### src/rtl/pipe_pkg.sv
// Shared types and default widths for the pipe_seq sequencer and its helpers.
package pipe_pkg;

    localparam int unsigned PIPE_AW = 8;
    localparam int unsigned PIPE_IW = 16;
    localparam int unsigned PIPE_DW = 8;
    localparam int unsigned PIPE_RA = 3;
    localparam int unsigned PIPE_CW = 16;

    typedef enum logic [2:0] {
        ACT_RESET,
        ACT_HOLD,
        ACT_FLUSH,
        ACT_BUBBLE,
        ACT_ADVANCE
    } pipe_act_e;

endpackage

### src/rtl/pipe_fwd_unit.sv
// Execute-to-decode forwarding: replaces register-array data with the E-stage result on an address hit.
module pipe_fwd_unit
    import pipe_pkg::*;
#(
    parameter int unsigned DW = PIPE_DW,
    parameter int unsigned RA = PIPE_RA
) (
    input  logic          fwd_ok,
    input  logic [RA-1:0] ex_wr_addr,
    input  logic [DW-1:0] ex_wr_data,
    input  logic [RA-1:0] rs,
    input  logic [DW-1:0] rf,
    output logic [DW-1:0] opnd
);

    assign opnd = (fwd_ok && (ex_wr_addr == rs)) ? ex_wr_data : rf;

endmodule

### src/rtl/pipe_seq.sv
// Fetch/Decode/Execute sequencer: PC, D/E stage registers, stall, flush, load-use interlock, forwarding.
module pipe_seq
    import pipe_pkg::*;
#(
    parameter int unsigned   AW      = PIPE_AW,
    parameter int unsigned   IW      = PIPE_IW,
    parameter int unsigned   DW      = PIPE_DW,
    parameter int unsigned   RA      = PIPE_RA,
    parameter int unsigned   CW      = PIPE_CW,
    parameter logic [AW-1:0] RST_VEC = '0
) (
    input  logic          clk,
    input  logic          rst,
    output logic [AW-1:0] imem_addr,
    input  logic [IW-1:0] imem_data,
    input  logic          ext_stall,
    input  logic [RA-1:0] dec_rs_a,
    input  logic [RA-1:0] dec_rs_b,
    input  logic          dec_uses_a,
    input  logic          dec_uses_b,
    input  logic          ex_wr_en,
    input  logic [RA-1:0] ex_wr_addr,
    input  logic [DW-1:0] ex_wr_data,
    input  logic          ex_is_load,
    input  logic          br_taken,
    input  logic [AW-1:0] br_target,
    input  logic [DW-1:0] rf_a,
    input  logic [DW-1:0] rf_b,
    output logic [DW-1:0] opnd_a,
    output logic [DW-1:0] opnd_b,
    output logic [IW-1:0] ir_d,
    output logic [AW-1:0] npc_d,
    output logic          valid_d,
    output logic [IW-1:0] ir_e,
    output logic [AW-1:0] npc_e,
    output logic          valid_e,
    output logic [CW-1:0] stall_cnt,
    output logic [CW-1:0] flush_cnt
);

    pipe_act_e act;
    logic      load_use;
    logic      fwd_ok;
    logic [AW-1:0] pc_inc;

    assign pc_inc = imem_addr + AW'(1);
    // Loads resolve in data memory, so their result cannot be forwarded.
    assign fwd_ok = valid_e && ex_wr_en && !ex_is_load;

    // Per-cycle stage action, highest priority first.
    always_comb begin
        act      = ACT_ADVANCE;
        load_use = valid_e && ex_wr_en && ex_is_load && valid_d &&
                   ((dec_uses_a && (dec_rs_a == ex_wr_addr)) ||
                    (dec_uses_b && (dec_rs_b == ex_wr_addr)));
        if (rst) begin
            act = ACT_RESET;
        end else if (ext_stall) begin
            act = ACT_HOLD;
        end else if (br_taken && valid_e) begin
            act = ACT_FLUSH;
        end else if (load_use) begin
            act = ACT_BUBBLE;
        end
    end

    always_ff @(posedge clk) begin
        case (act)
            ACT_RESET: begin
                imem_addr <= RST_VEC;
                ir_d      <= '0;
                npc_d     <= '0;
                valid_d   <= 1'b0;
                ir_e      <= '0;
                npc_e     <= '0;
                valid_e   <= 1'b0;
                stall_cnt <= '0;
                flush_cnt <= '0;
            end
            ACT_HOLD: begin
            end
            ACT_FLUSH: begin
                imem_addr <= br_target;
                valid_d   <= 1'b0;
                valid_e   <= 1'b0;
                if (flush_cnt != '1) flush_cnt <= flush_cnt + CW'(1);
            end
            ACT_BUBBLE: begin
                valid_e <= 1'b0;
                if (stall_cnt != '1) stall_cnt <= stall_cnt + CW'(1);
            end
            default: begin
                imem_addr <= pc_inc;
                ir_d      <= imem_data;
                npc_d     <= pc_inc;
                valid_d   <= 1'b1;
                ir_e      <= ir_d;
                npc_e     <= npc_d;
                valid_e   <= valid_d;
            end
        endcase
    end

    pipe_fwd_unit #(.DW(DW), .RA(RA)) u_fwd_a (
        .fwd_ok     (fwd_ok),
        .ex_wr_addr (ex_wr_addr),
        .ex_wr_data (ex_wr_data),
        .rs         (dec_rs_a),
        .rf         (rf_a),
        .opnd       (opnd_a)
    );

    pipe_fwd_unit #(.DW(DW), .RA(RA)) u_fwd_b (
        .fwd_ok     (fwd_ok),
        .ex_wr_addr (ex_wr_addr),
        .ex_wr_data (ex_wr_data),
        .rs         (dec_rs_b),
        .rf         (rf_b),
        .opnd       (opnd_b)
    );

endmodule

### config.mk
export PLATFORM = sky130hd
export DESIGN_NAME = pipe_seq
export DESIGN_NICKNAME = d
export VERILOG_FILES = /design/src/rtl/pipe_pkg.sv /design/src/rtl/pipe_fwd_unit.sv /design/src/rtl/pipe_seq.sv
export SDC_FILE = /design/constraint.sdc
export NUM_CORES = 1
export LEC_CHECK = 0
export ABC_AREA = 1
export CAP_MARGIN = 20
export CORE_ASPECT_RATIO = 0.7
export CORE_UTILIZATION = 45
export DETAILED_ROUTE_END_ITERATION = 8
export PLACE_DENSITY = 0.81
export SYNTH_ARGS = -nofsm -noshare
export SYNTH_HDL_FRONTEND = slang
export SYNTH_SLANG_ARGS = --single-unit
### constraint.sdc
create_clock -name clk -period 5.5 [get_ports clk]
set_clock_uncertainty 0.1 [all_clocks]
set_input_delay 0.55 -clock clk [delete_from_list [all_inputs] [get_ports clk]]
set_output_delay 0.55 -clock clk [all_outputs]
set_load 0.01 [all_outputs]
# Word-level counts from Yosys, hierarchy flattened
# Index checks and enable logic that the tools add are counted.
[word_totals] ff_bits=90 in_bits=65 out_inout_bits=106 wordCells=61
[op_classes] add_sub_neg=3 eq_ne=11 n_mux=17 reduce_logical=21
[op_table] cell="one-hot mux 16 bit (2 select lines)" count=4
[op_table] cell="adder 16 x 1 -> 16 bit, second input constant" count=2
[op_table] cell="two-way mux 16 bit" count=2
[op_table] cell="!= test 16 bit, second input constant" count=2
[op_table] cell="one-hot mux 8 bit (2 select lines)" count=2
[op_table] cell="one-hot mux 8 bit (3 select lines)" count=1
[op_table] cell="two-way mux 8 bit" count=2
[op_table] cell="equality test 3 bit" count=4
[op_table] cell="two-way mux 3 bit" count=4
[op_table] cell="logical AND 1 bit" count=10
[op_table] cell="adder 8 x 1 -> 8 bit, second input constant" count=1
[op_table] cell="equality test 3 x 2 -> 1 bit, second input constant" count=2
[op_table] cell="OR reduction 3 bit" count=2
[op_table] cell="!= test 2 bit, second input constant" count=2
[op_table] cell="one-hot mux 1 bit (2 select lines)" count=2
[op_table] cell="AND reduction 2 bit" count=2
[op_table] cell="nonzero test 2 bit" count=2
[op_table] cell="OR reduction 2 bit" count=2
[op_table] cell="equality test 3 x 1 -> 1 bit, second input constant" count=1
[op_table] cell="logical NOT 3 bit" count=1
[op_table] cell="logical NOT 1 bit" count=1
[op_table] cell="logical OR 1 bit" count=1

# Depth between registers and ports, before layout
# Gate-level depths: netlist of the first run.
[logic_depth] word_depth=11 mapped_depth=10

# By module
# Synthesis of the first run repeated with hierarchy kept, for this count alone.
[unflattened] hier_cells=520 hier_area_um2=4790.8
[modules_own_cells] module="pipe_seq" instances=1 cells_per_inst=438 area_each_um2=4352.9 seq_area_each_um2=2702.6
[modules_own_cells] module="pipe_fwd_unit" instances=2 cells_per_inst=41 area_each_um2=219.0 seq_area_each_um2=0.0

# Worst setup path before layout of the first run
# Ideal clock, no wire load.
[synth_path] path_kind="input to register" start="in ex_wr_addr[1]" end="reg ir_d[0], enable pin" arrival_time_ns=4.398 t_required_ns=4.880 slack_ns=0.482 stages=8 path_buffers=0 cell_sequence="inv_1 > nand2_1 > nand2_1 > nand4_1 > nand2_2 > nand2_1 > nand2_1 > o21ai_0"
[synth_between] elab_chain_len=10
[synth_lines] item="start: declaration" line="pipe_seq.sv:22" text="input logic [RA-1:0] ex_wr_addr,"
[synth_lines] item="equality test 3 bit, on equally long branches" line="pipe_seq.sv:54, pipe_seq.sv:55"
[synth_lines] item="logical AND 1 bit, on equally long branches" line="pipe_seq.sv:54, pipe_seq.sv:55"
[synth_lines] item="logical OR 1 bit *" line="pipe_seq.sv:54" text="((dec_uses_a && (dec_rs_a == ex_wr_addr)) ||"
[synth_lines] item="logical AND 1 bit *" line="pipe_seq.sv:53" text="load_use = valid_e && ex_wr_en && ex_is_load && valid_d &&"
[synth_lines] item="two-way mux 3 bit *" line="pipe_seq.sv:62" text="end else if (load_use) begin"
[synth_lines] item="two-way mux 3 bit *" line="pipe_seq.sv:60" text="end else if (br_taken && valid_e) begin"
[synth_lines] item="two-way mux 3 bit *" line="pipe_seq.sv:58" text="end else if (ext_stall) begin"
[synth_lines] item="two-way mux 3 bit *" line="pipe_seq.sv:56" text="if (rst) begin"
[synth_lines] item="equality test 3 x 2 -> 1 bit or equality test 3 x 1 -> 1 bit (tied branches)" line="pipe_seq.sv:68" text="case (act)"
[synth_lines] item="OR reduction 3 bit (no source line) *"
[synth_lines] item="end signal: assignment" line="pipe_seq.sv:94" text="ir_d <= imem_data;"
[synth_lines] item="end: declaration" line="pipe_seq.sv:31" text="output logic [IW-1:0] ir_d,"
# Mark *: on every way between the ends. The rest lies on a longest branch, timed or not.
# A chain may end at the register's enable or synchronous reset.

# Worst setup path in the final report of the first run
[layout_path] start="in ex_wr_en" end="out opnd_a[0]"
[layout_between] elab_chain_len=4
[layout_lines] item="start: declaration" line="pipe_seq.sv:21" text="input logic ex_wr_en,"
[layout_lines] item="logical AND 1 bit (2 in a row)" line="pipe_seq.sv:48" text="assign fwd_ok = valid_e && ex_wr_en && !ex_is_load;"
[layout_lines] item="logical AND 1 bit" line="pipe_fwd_unit.sv:16" text="assign opnd = (fwd_ok && (ex_wr_addr == rs)) ? ex_wr_data : rf;"
[layout_lines] item="two-way mux 8 bit" line="pipe_fwd_unit.sv:16"
[layout_lines] item="end: declaration" line="pipe_seq.sv:29" text="output logic [DW-1:0] opnd_a,"
# Every way passes these cells.

==> results of run 1 <==
[per-stage QoR]
step | util | setup slack [ns] | area [sq um]
global placement | 0.654 | 2.34 | 6410
floorplan | - | 0.482 | 4580
finish | 0.689 | 2.31 | 6750
CTS | 0.689 | 2.28 | 6750
global route | 0.689 | 2.13 | 6750
detailed placement | 0.654 | 2.29 | 6410
[cells by family after synthesis]
logic type / after synthesis / synth area share
and+or+nand+nor: 223 / 0.233
xor gates and xnor gates: 18 / 0.0344
DFF: 90 / 0.590
adders and majority gates: 3 / 0.00820
buffers and inverters: 99 / 0.0888
AOI/OAI and AO/OA: 40 / 0.0451
[sequential cells by signal (all words and copies together), names as in the netlist]
signal	flops
imem_addr	8
ir_e	16
stall_cnt	16
valid_d	1
npc_e	8
valid_e	1
ir_d	16
flush_cnt	16
npc_d	8
[routing by layer]
layer	part of all wire	vias to the layer above	global-route usage
met5	0	-	0
met2	0.47	128	0.349
met1	0.45	1694	0.283
met3	0.059	23	0.0586
li1	-	1875	-
met4	0.020	0	0.0676
[synthesized netlist by cell type, drive strengths merged]
library cell / number
edfxtp: 90
nand3: 15
buf: 8
o21ai: 27
a21oi: 10
and3: 1
nor3: 16
a31oi: 2
nor2: 93
ha: 3
nand4: 8
xor2: 10
xnor2: 8
nand2: 87
inv: 89
a41oi: 1
and2: 1
nand3b: 1
nor3b: 1
clkbuf: 2
[power by group through the flow]
stage / sequential, mW / clock [mW] / combinational (mW)
global placement: 0.862 / 0 / 0.283
global route: 0.857 / 0.738 / 0.313
detailed placement: 0.865 / 0 / 0.288
CTS: 0.851 / 0.714 / 0.290
floorplan: 0.889 / 0 / 0.0806
finish: 0.851 / 0.702 / 0.288
[worst max-delay path: cells and delay by family]
family | cells | cell delay, ns
AOI/OAI and AO/OA | 1 | 0.31
and+or+nand+nor | 3 | 0.64
buffers and inverters | 2 | 1.05
[area by class of cell]
cell class | count | share of cell area
inverters | 89 | 0.0499
clock inverters | 6 | 0.0169
flip-flops and latches | 90 | 0.400
repair buffers | 174 | 0.256
well taps | 128 | 0.0237
multi-input cells | 284 | 0.219
clock buffers | 10 | 0.0339
[worst paths after layout]
| kind | start | endpoint | slack [ns] | cells past startpoint |
|---|---|---|---|---|
| setup / recovery | ex_wr_en | opnd_a[0] | 2.31 | 6 |
| hold reg to reg | ir_d[5] | ir_e[5] | 0.47 | 2 |
| hold / removal | ir_d[5] | ir_e[5] | 0.47 | 2 |
| setup reg to reg | valid_e | stall_cnt[15] | 3.02 | 4 |
==> qor.csv, run 1 <==
metric,value,unit
finalSetupViolations,0,
clock_path_buffers,2,
first_iter_violations,244,
drc,0,
postCtsHoldBufs,0,
fp-row-count,30,
yosys_warnings,0,
clk_latency,0.33,ns
setup.worst_path.class,primary input to primary output,
pin_count,171,
cts_tree,built,
hold_ws,0.466,ns
io_buffers,170,
slew_violations,0,
max_stage_delay,0.59,ns
maxSlewHeadroom,0.460,
synth_fp_nets,541,
grt_usage,0.216,
fin_crit,3.19,ns
grt_overflow_total,0,
place.gp.congestion,0.831,
cp_max_fo,16,
outcome,finished clean,
avgSynthCellArea,9.68,sq um
p_sw_frac,0.227,
dp_hpwl,8220,um
cp_common_cell,clkdlybuf4s50_1,
drv_cap,0,
grt_pass1_vias,3574,
synth_top_area_cell,edfxtp_1,
die_area,10600,sq um
grt_pass1_wl,17600,um
pwr-share-comb,0.156,
tightest_slew,0.805,ns
ctsResizeCount,0,
wl_per_cell,14.0,um
fillers,722,
multi_input_area,1480,sq um
numCtsBuffers,9,
regArea,2700,sq um
clkTransAtPathRegs,0.06,ns
fin_crit_sh,0.580,
vias,3720,
clkPwrFrac,0.381,
dpl.cell_count,765,
cp.required,4.85,ns
power,1.84,mW
internal_power,1.42,mW
crit_arrival,2.54,ns
rsz0062_at_grt,no,
cts-root-buf,clkbuf_16,
endpoint_kind,primary output,
synth_cell_types,34,
synth_top_area_share,0.590,
synth-seq-area-share,0.590,
start_kind,primary input,
nets,716,
irDropWorstVdd,0.139,mV
vias_per_cell,4.76,
antenna_cells,0,
final_antenna_net_count,0,
switchingPower,0.417,mW
layout_common_cells,"169 x clkdlybuf4s50_1, 90 x edfxtp_1, 87 x inv_1",
drive_above_1_share,0.0750,
cts_sinks,90,
clock.fmax,314,MHz
antenna_found_initial,0,
path_cells,clkdlybuf4s50_1 > nand2_1 > nor2_1 > nand4_2 > o21ai_0 > clkdlybuf4s50_1,
cp_slowest_cell,clkdlybuf4s50_1,
syn_area,4580,sq um
wl,11000,um
start_util,0.467,
fin_cells,781,
die_width,123,um
fp.dieH,86.4,um
ys_ff_latch,90,
pwr-share-seq,0.462,
final_common_cell,clkdlybuf4s50_1,
ctsHtreeMaxLevel,3,
min_path_type,flop to flop,
synth.area.top_cells,"edfxtp_1 59%, inv_1 7.1%, nor2_1 6.9%",
post_cts_buffers,0,
fin_setup_tns,0,ns
first_pass_iters,4,
final-hold-violation-count,0,
total_leakage_power,2.79,nW
power_density,273,nW/um^2
synthCells,473,
core-area,9800,sq um
grt_max_degree,52,
syn_to_final_growth,47.4,%
(Power assumes the default switching activity.)
==> inputs of run 2 (changes only) <==
Settings changed: CORE_UTILIZATION 45 to 40, PLACE_DENSITY 0.81 to 0.76.
Clock period 5.5 ns to 2.8 ns, I/O delays scaled along.
==> qor.csv, run 2 (synthesized netlist as in run 1, its figures left out) <==
metric,value,unit
outcome,finished clean,
worstHoldEndpoint,valid_e,
slew_violations,0,
fin_crit,2.66,ns
rsz0062_at_grt,yes,
drc,0,
post_cts_buffers,0,
hold_depth,3,
reg2reg_depth,7,
pwr-share-comb,0.161,
start_util,0.413,
vias,3710,
nets,718,
dpl.cell_count,792,
wl,10900,um
pwr-share-seq,0.470,
clkTransAtPathRegs,0.06,ns
cts-root-buf,clkbuf_16,
endpoint_kind,primary output,
layout_common_cells,"169 x clkdlybuf4s50_1, 90 x edfxtp_1, 87 x inv_1",
grt_usage,0.189,
ctsResizeCount,0,
total_leakage_power,2.79,nW
power_density,523,nW/um^2
clkPwrFrac,0.369,
drive_above_1_share,0.0794,
syn_to_final_growth,48.3,%
ctsHtreeMaxLevel,3,
dp_slack,0.214,ns
layout_setup_ws,0.145,ns
maxSlewHeadroom,0.663,
setup.worst_path.class,flop to primary output,
placed_cell_area,6470,sq um
drv_cap,0,
die_width,130,um
antenna_found_initial,0,
power,3.55,mW
wl_per_cell,13.5,um
finalSetupViolations,0,
cp_max_fo,16,
tightest_slew,0.505,ns
internal_power,2.71,mW
first_pass_iters,4,
p_sw_frac,0.237,
cp.required,2.42,ns
final-hold-violation-count,0,
die_area,11900,sq um
antenna_cells,0,
fp.dieH,91.5,um
clock_path_buffers,2,
switchingPower,0.843,mW
start_kind,flop,
first_iter_violations,218,
max_stage_delay,0.58,ns
clk_latency,0.34,ns
clock.fmax,377,MHz
regToRegSetupSlack,0.76,ns
path_cells,nand2_1 > nor2_1 > nand4_2 > o21ai_0 > clkdlybuf4s50_1,
hold_start,rst,
cp_slowest_cell,clkdlybuf4s50_1,
grt_pass1_vias,3527,
dp_hpwl,8090,um
irDropWorstVdd,0.343,mV
postCtsHoldBufs,0,
r2r-start,stall_cnt[0],
cts_tree,built,
io_buffers,170,
grt_overflow_total,0,
grt_max_degree,49,
numCtsBuffers,9,
fin_cells,808,
cts_sinks,90,
fillers,932,
fin_crit_sh,0.948,
final_antenna_net_count,0,
fp-row-count,32,
place.gp.congestion,0.913,
final_common_cell,clkdlybuf4s50_1,
core-area,11100,sq um
vias_per_cell,4.59,
crit_arrival,2.28,ns
fin_area,6790,sq um
pin_count,171,
grt_pass1_wl,17300,um
timing.rr.end,stall_cnt[14],
min_path_type,primary input to flop,
-- run 2: layout make-up --
cell class | instances | area [sq um] | area share
flip-flops and latches | 90 | 2700 | 0.398
repair buffers | 176 | 1750 | 0.258
multi-input cells | 284 | 1480 | 0.218
clock buffers | 9 | 225 | 0.0332
inverters | 89 | 337 | 0.0496
well taps | 153 | 191 | 0.0282
clock inverters | 7 | 100 | 0.0147
-- run 2: through the flow --
step / utilization / hold slack, ns / setup TNS [ns]
after floorplan: - / 0.366 / 0
after global placement: 0.583 / 0.436 / 0
after detailed placement: 0.583 / 0.447 / 0
after CTS: 0.612 / 0.442 / 0
after global routing: 0.612 / 0.467 / -0.0599
final: 0.612 / 0.436 / 0
-- run 2: worst max path at each step --
stage,startpoint,to,depth (start not counted)
after floorplan,stall_cnt[0],stall_cnt[0],6
after global placement,ex_wr_en,opnd_b[0],6
after detailed placement,ex_wr_en,opnd_b[7],6
after global routing,valid_e,opnd_b[3],5
final,valid_e,opnd_b[3],5
after CTS,valid_e,opnd_b[3],5
-- run 2: layer usage --
| layer | share of wire | global-route usage |
|---|---|---|
| met4 | 0.0098 | 0.0349 |
| met1 | 0.46 | 0.246 |
| met3 | 0.052 | 0.0530 |
| met5 | 0 | 0 |
| met2 | 0.48 | 0.315 |
-- run 2: power groups by stage --
stage	combinational [mW]	sequential [mW]	clock [mW]
after detailed placement	0.573	1.70	0
after global placement	0.563	1.69	0
final	0.571	1.67	1.31
after CTS	0.576	1.67	1.34
after floorplan	0.159	1.74	0
after global routing	0.617	1.68	1.39
-- run 2: critical path, delay by kind of cell, from the launching register on --
kind / cells / cell delay, ns
AO/OA/AOI/OAI: 1 / 0.33
flip-flops: 1 / 0.41
AND/OR/NAND/NOR: 3 / 0.62
buffers and inverters: 1 / 0.58
==> inputs of run 3 (changes only) <==
Settings changed: CTS_BUF_LIST set to sky130_fd_sc_hd__clkbuf_16.
==> results of run 3 <==
Same layout as run 2: the final DEF is identical, and so are final timing and power.
